File: src/rtl/pcie_write_dma.sv
// Host-memory write DMA: turns a 64-bit word stream into consecutive aligned
// 8-byte memory-write requests for pcie_tx, with abort and a done pulse.
module pcie_write_dma #(
   parameter int COUNT_W = 20
) (
   input  logic               clock,
   input  logic               reset_n,
   input  logic               start,
   input  logic [63:0]        start_address,
   input  logic [COUNT_W-1:0] word_count,
   input  logic               abort,
   input  logic               in_valid,
   input  logic [63:0]        in_data,
   output logic               in_ready,
   output logic               write_request_valid,
   output logic [63:0]        write_request_data,
   output logic [63:0]        write_request_address,
   input  logic               write_request_ready,
   output logic               busy,
   output logic               done,
   output logic               aborted,
   output logic [COUNT_W-1:0] words_written
);

   typedef enum logic [1:0] {
      IDLE  = 2'd0,
      RUN   = 2'd1,
      FLUSH = 2'd2,
      DONE  = 2'd3
   } state_t;

   state_t             state_r;
   state_t             state_nxt_s;
   logic [63:0]        addr_r;
   logic [COUNT_W-1:0] remaining_r;
   logic               valid_r;
   logic [63:0]        data_r;
   logic [63:0]        req_addr_r;
   logic               aborted_r;
   logic [COUNT_W-1:0] words_r;
   logic               in_ready_s;
   logic               accept_s;
   logic               handshake_s;
   logic               start_ok_s;

   // No skid buffer: a new word is taken only when the output slot is free or draining now.
   assign in_ready_s  = (state_r == RUN) && (remaining_r != {COUNT_W{1'b0}}) &&
                        (!valid_r || write_request_ready);
   assign accept_s    = in_valid && in_ready_s;
   assign handshake_s = valid_r && write_request_ready;
   assign start_ok_s  = (state_r == IDLE) && start;

   // Next-state decode for the transfer controller.
   always_comb begin
      state_nxt_s = state_r;
      case (state_r)
         IDLE: begin
            if (start) begin
               if (word_count == {COUNT_W{1'b0}}) begin
                  state_nxt_s = DONE;
               end else begin
                  state_nxt_s = RUN;
               end
            end else begin
               state_nxt_s = IDLE;
            end
         end
         RUN: begin
            if (abort || (accept_s && (remaining_r == COUNT_W'(1'b1)))) begin
               state_nxt_s = FLUSH;
            end else begin
               state_nxt_s = RUN;
            end
         end
         FLUSH: begin
            if (!valid_r || write_request_ready) begin
               state_nxt_s = DONE;
            end else begin
               state_nxt_s = FLUSH;
            end
         end
         DONE:    state_nxt_s = IDLE;
         default: state_nxt_s = IDLE;
      endcase
   end

   // State register.
   always_ff @(posedge clock or negedge reset_n) begin
      if (!reset_n) begin
         state_r <= IDLE;
      end else begin
         state_r <= state_nxt_s;
      end
   end

   // Request slot and address/remaining counters; valid is never retracted before ready.
   always_ff @(posedge clock or negedge reset_n) begin
      if (!reset_n) begin
         addr_r      <= 64'd0;
         remaining_r <= {COUNT_W{1'b0}};
         valid_r     <= 1'b0;
         data_r      <= 64'd0;
         req_addr_r  <= 64'd0;
      end else if (start_ok_s) begin
         addr_r      <= start_address & ~64'h7;
         remaining_r <= word_count;
      end else if (accept_s) begin
         data_r      <= in_data;
         req_addr_r  <= addr_r;
         valid_r     <= 1'b1;
         addr_r      <= addr_r + 64'd8;
         remaining_r <= remaining_r - COUNT_W'(1'b1);
      end else if (handshake_s) begin
         valid_r     <= 1'b0;
      end
   end

   // Progress and abort status; both survive DONE until the next accepted start.
   always_ff @(posedge clock or negedge reset_n) begin
      if (!reset_n) begin
         words_r   <= {COUNT_W{1'b0}};
         aborted_r <= 1'b0;
      end else if (start_ok_s) begin
         words_r   <= {COUNT_W{1'b0}};
         aborted_r <= 1'b0;
      end else begin
         if (handshake_s) begin
            words_r <= words_r + COUNT_W'(1'b1);
         end
         if ((state_r == RUN) && abort) begin
            aborted_r <= 1'b1;
         end
      end
   end

   assign in_ready              = in_ready_s;
   assign write_request_valid   = valid_r;
   assign write_request_data    = data_r;
   assign write_request_address = req_addr_r;
   assign busy                  = (state_r == RUN) || (state_r == FLUSH);
   assign done                  = (state_r == DONE);
   assign aborted               = aborted_r;
   assign words_written         = words_r;

endmodule

File: config.mk
export PLATFORM = sky130hd
export DESIGN_NAME = pcie_write_dma
export DESIGN_NICKNAME = d
export VERILOG_FILES = /design/src/rtl/pcie_write_dma.sv
export SDC_FILE = /design/constraint.sdc
export NUM_CORES = 1
export LEC_CHECK = 0
export CORE_MARGIN = 5
export CORE_UTILIZATION = 60
export CTS_BUF_LIST = sky130_fd_sc_hd__clkbuf_4
export CTS_CLUSTER_DIAMETER = 100
export DETAILED_ROUTE_END_ITERATION = 16
export DONT_BUFFER_PORTS = 1
export GPL_TIMING_DRIVEN = 0
export PLACE_DENSITY = 0.84
export REMOVE_ABC_BUFFERS = 1
export SETUP_SLACK_MARGIN = 0.02
export SYNTH_ARGS = -nofsm -noshare
export SYNTH_HDL_FRONTEND = slang
export SYNTH_SLANG_ARGS = --single-unit
File: constraint.sdc
create_clock -name clock -period 3.5 [get_ports clock]
set_input_delay 0.175 -clock clock [delete_from_list [all_inputs] [get_ports clock]]
set_output_delay 0.175 -clock clock [all_outputs]
set_load 0.02 [all_outputs]
# Yosys cells after proc, flatten, opt, wreduce, memory -nomap -nowiden

Cells that the tools add are included.

Flip-flop bits (word level): 236
Input bits: 154
Output and inout port bits: 153
Logic and storage cells: 51

Reduce and logical (&&, ||, !) cells: 20
Equal/unequal tests: 4
Mux-type cells: 15
Bitwise gates (word level): 1
Add/subtract/negate cells: 3

Operator list:

| operator                                                             | count |
|---|---|
| 64-bit two-way mux                                                   | 2 |
| 20-bit two-way mux                                                   | 4 |
| 64-bit by 4-bit adder with 64-bit output, second input constant      | 1 |
| 20-bit by 1-bit adder with 20-bit output, second input constant      | 1 |
| 20-bit by 1-bit == test with 1-bit output, second input constant     | 1 |
| 20-bit logical NOT                                                   | 1 |
| 20-bit nonzero test                                                  | 1 |
| 20-bit by 1-bit subtractor with 20-bit output, second input constant | 1 |
| 2-bit case mux with 4 select lines                                   | 1 |
| 2-bit nonzero test                                                   | 4 |
| 1-bit logical AND                                                    | 7 |
| 2-bit two-way mux                                                    | 3 |
| 1-bit two-way mux                                                    | 5 |
| 2-bit == test, second input constant                                 | 2 |
| 2-bit AND reduction                                                  | 2 |
| 1-bit logical OR                                                     | 3 |
| 2-bit by 1-bit == test with 1-bit output, second input constant      | 1 |
| 2-bit logical NOT                                                    | 1 |
| 1-bit logical NOT                                                    | 1 |
| 1-bit NOT                                                            | 1 |

# Longest topological paths before layout

Depth in word-level cells: 8
Mapped depth: 10

# Worst setup path before layout

Ideal clock, no wire load.

Path type: flip-flop to flip-flop
Start: reg remaining_r[0]
End: reg data_r[5] (netlist: write_request_data[5])
Slack: 1.176 ns
Arrival: 2.199 ns
Path buffers: 2
Period minus slack after synthesis: 2.324 ns
Cell stages (with the launch flop): 10
Cell sequence: dfrtp_1 inv_1 ha_1 nor3b_1 and3_1 a21oi_4 nand2_2 buf_2 buf_2 mux2_2

Word-level cells in the longest chain between the ends: 5

RTL lines:

| element                        | line | text |
|---|---|---|
| start: declaration             | 35   | `logic [COUNT_W-1:0] remaining_r;` |
| start signal: assignment       | 100  | `remaining_r <= {COUNT_W{1'b0}};` |
| start signal: assignment       | 106  | `remaining_r <= word_count;` |
| start signal: assignment       | 112  | `remaining_r <= remaining_r - COUNT_W'(1'b1);` |
| 20-bit nonzero test            | 47   | `assign in_ready_s = (state_r == RUN) && (remaining_r != {COUNT_W{1'b0}}) &&` |
| 1-bit logical AND (2 in a row) | 47   |  |
| 1-bit logical AND              | 49   | `assign accept_s = in_valid && in_ready_s;` |
| 2-bit AND reduction (no line)  | --   |  |
| end signal: assignment         | 108  | `data_r <= in_data;` |
| end: declaration               | 37   | `logic [63:0] data_r;` |

Every way passes these cells.
A chain may end at the register's enable or synchronous reset.

# Worst setup path in the final report

Start: reg remaining_r[0]
End: reg data_r[54] (netlist: write_request_data[54])

The elaborated chain is that of the path after synthesis.

==> impl_metrics.env <==
export IMPL_maxSlewViolCount=0
export IMPL_firstDrtPassIters=8
export IMPL_worst_setup_path_end_kind="flip-flop"
export IMPL_rows=49
export IMPL_cts_path_max_buffers=3
export IMPL_tritoncts="yes"
export IMPL_numCtsBuffers=58
export IMPL_drt_iter0_markers=695
export IMPL_syn_area_per_cell_um2=11.0
export IMPL_postRouteAntennaNets=0
export IMPL_async_flop_share_pct=100
export IMPL_outcome="complete, but fails checks"
export IMPL_critical_path_arrival_ps=3790
export IMPL_cp_slowest_cell="and3_1"
export IMPL_worst_slew_pin_transition_ps=1070
export IMPL_num_io_pins=307
export IMPL_start_util_pct=61.1
export IMPL_port_buffers=0
export IMPL_cp_max_fo=111
export IMPL_final_core_util_pct=74.6
export IMPL_ys_seq_elements=230
export IMPL_leakagePower_nw=5.45
export IMPL_p_total_w=0.0115
export IMPL_yosys_cell_types_count=60
export IMPL_synth_warnings=0
export IMPL_most_common_layout_cells="dfrtp_1, dlygate4sd3_1, mux2_2"
export IMPL_grt_pass1_wl_um=55600
export IMPL_clock_latency_ps=690
export IMPL_cts_sinks=230
export IMPL_h_tree_depth=2
export IMPL_cts_hold_buf=161
export IMPL_slew_headroom_pct=28.7
export IMPL_netlist_instances=1009
export IMPL_drv_cap=0
export IMPL_vias_per_cell=6.55
export IMPL_core_area_um2=18100
export IMPL_seq_area_frac_synth_pct=52.0
export IMPL_synth_edf_count=0
export IMPL_die_area_um2=21200
export IMPL_rsz0062_at_grt="false"
export IMPL_fin_crit_sh_pct=93.4
export IMPL_power_density_nw_per_um2=855
export IMPL_setup_tns_ps=0
export IMPL_hpwl_um=20700
export IMPL_rr_endpoint="write_request_data[54]$_DFFE_PN0P_"
export IMPL_synth_area_leaders="dfrtp_1, mux2_2, or4_1"
export IMPL_reg2regPathDepth=8
export IMPL_required_ps=4020
export IMPL_critPathLaunchType="flip-flop"
export IMPL_criticalPathCategory="reg2reg"
export IMPL_num_vias=9414
export IMPL_cts_resized=0
export IMPL_clock_fmax_mhz=306
export IMPL_r2r_start="remaining_r[0]$_DFFE_PN0P_"
export IMPL_finalHoldViolCount=230
export IMPL_hp_class="in2async"
export IMPL_avgRoutedWirePerCell_um=24.5
export IMPL_vdd_drop_max_v=0.000445
export IMPL_clk_pin_slew_worst_paths_ps=70
export IMPL_grt_overflow=0
export IMPL_period_needed_ps=3270
export IMPL_syn_area_um2=11100
export IMPL_post_cts_setup_buffer_count=0
export IMPL_wirelength_um=35200
export IMPL_drc_errors=0
export IMPL_die_x_um=146
export IMPL_final_common_cell="dfrtp_1"
export IMPL_violations="hold timing"
export IMPL_gr_usage_all_layers_pct=32.4
export IMPL_ys_flop_type="dfrtp_1"
export IMPL_nNetsFinal=1337
export IMPL_cpPeakStageDelay_ps=600
export IMPL_hold_slack_ps=-783
export IMPL_synthDominantCellAreaShare_pct=52.0
export IMPL_antenna_found_initial=4
export IMPL_synthToLayoutAreaGrowth_pct=21.9
export IMPL_grt_pass1_vias=9596
export IMPL_grt_max_degree=231
export IMPL_die_h_um=146
export IMPL_place_congestion=0.869
export IMPL_setup_violations=0
export IMPL_yosysTopAreaCell="dfrtp_1"
export IMPL_finClkSkew_ps=49.7
export IMPL_r2r_setup_slack_ps=230
export IMPL_crit_chain="inv_1, ha_1, nor3b_1, and3_1, a21oi_4, nand2_8, buf_16, mux2_2"
export IMPL_cts_root_buf="clkbuf_4"
export IMPL_drive_above_1_share_pct=19.3
kinds of logic (layout without fill, tap and decap cells):
group	count (synthesis)	count (layout)	synth area share (%)
AOI/OAI and AO/OA	163	163	10.0
other	1	6	0.0339
adders and majority gates	9	9	1.02
buffers and inverters	79	273	3.33
DFF	230	230	52.0
xor gates and xnor gates	38	38	3.01
muxes	122	122	12.4
and+or+nand+nor	367	367	18.1
worst max path at each step:
| stage | endpoint | cells after the start | startpoint |
|---|---|---|---|
| floorplan | write_request_address[10]$_DFFE_PN0P_ | 5 | state_r[0]$_DFF_PN0_ |
| CTS | in_ready | 7 | remaining_r[0]$_DFFE_PN0P_ |
| global route | in_ready | 7 | remaining_r[0]$_DFFE_PN0P_ |
| detailed placement | write_request_data[61]$_DFFE_PN0P_ | 8 | remaining_r[0]$_DFFE_PN0P_ |
| global placement | write_request_data[61]$_DFFE_PN0P_ | 5 | state_r[0]$_DFF_PN0_ |
| finish | write_request_data[54]$_DFFE_PN0P_ | 8 | remaining_r[0]$_DFFE_PN0P_ |
synth_stat cells (9+ instances only):
master	count
xnor2_1	15
xor2_1	23
and2_1	9
buf_2	17
a21oi_1	10
clkbuf_1	33
nand4_1	35
inv_1	16
buf_4	9
a31oi_1	40
ha_1	9
nand2_1	72
or4_1	45
nor2_1	80
and3_1	14
o31ai_1	28
mux2_2	120
dfrtp_1	230
nand3_1	52
o21ai_0	40
nor3_1	11
or3_1	11
o211ai_1	15
worst max-delay path, delay by kind of cell (launching register included):
kind | cells | cell delay, ps
adders and majority gates | 1 | 170
DFF | 1 | 460
buffers and inverters | 2 | 540
and+or+nand+nor | 3 | 1220
AOI/OAI and AO/OA | 1 | 240
muxes | 1 | 420
per-stage QoR:
stage,instance area [um2],setup WS (ps),hold slack (ps),cells
2_1_floorplan,10800,-1620,-121,948
5_1_grt,13500,48.0,-854,1437
6_report,13500,232,-783,1437
4_1_cts,13500,293,-876,1434
3_5_place_dp,11200,329,-115,1182
3_3_place_gp,11000,-4200,-116,1177
report_power, final:
part | total, W | switching (W) | internal [W]
registers | 0.00624 | 0.00238 | 0.00386
clock network | 0.00221 | 0.00112 | 0.00109
logic | 0.00308 | 0.00154 | 0.00153
registers in the layout, indices dropped and copies added, names as in the netlist:
signal,count
write_request_address,61
aborted,1
state_r,2
words_written,20
write_request_data,64
remaining_r,20
addr_r,61
write_request_valid,1
final cells by class:
cell class / instances / area, um2
fill: 1097 / 4600
inverter: 16 / 60.1
antenna: 3 / 7.51
sequential: 230 / 5760
timing repair buffer: 166 / 1730
tap: 229 / 287
multi-input combinational: 702 / 4980
clock inverter: 6 / 27.5
clock buffer: 85 / 638
per-layer routing:
metal  up-vias  global-route usage, %  part of all wire (%)
met1      4641                   38.9                    37
li1       4121                      -                     -
met4         2                   15.6                   5.1
met3       119                   10.1                   8.7
met5         -                      0                 0.037
met2       531                   53.4                    49
(Power assumes the default switching activity.)
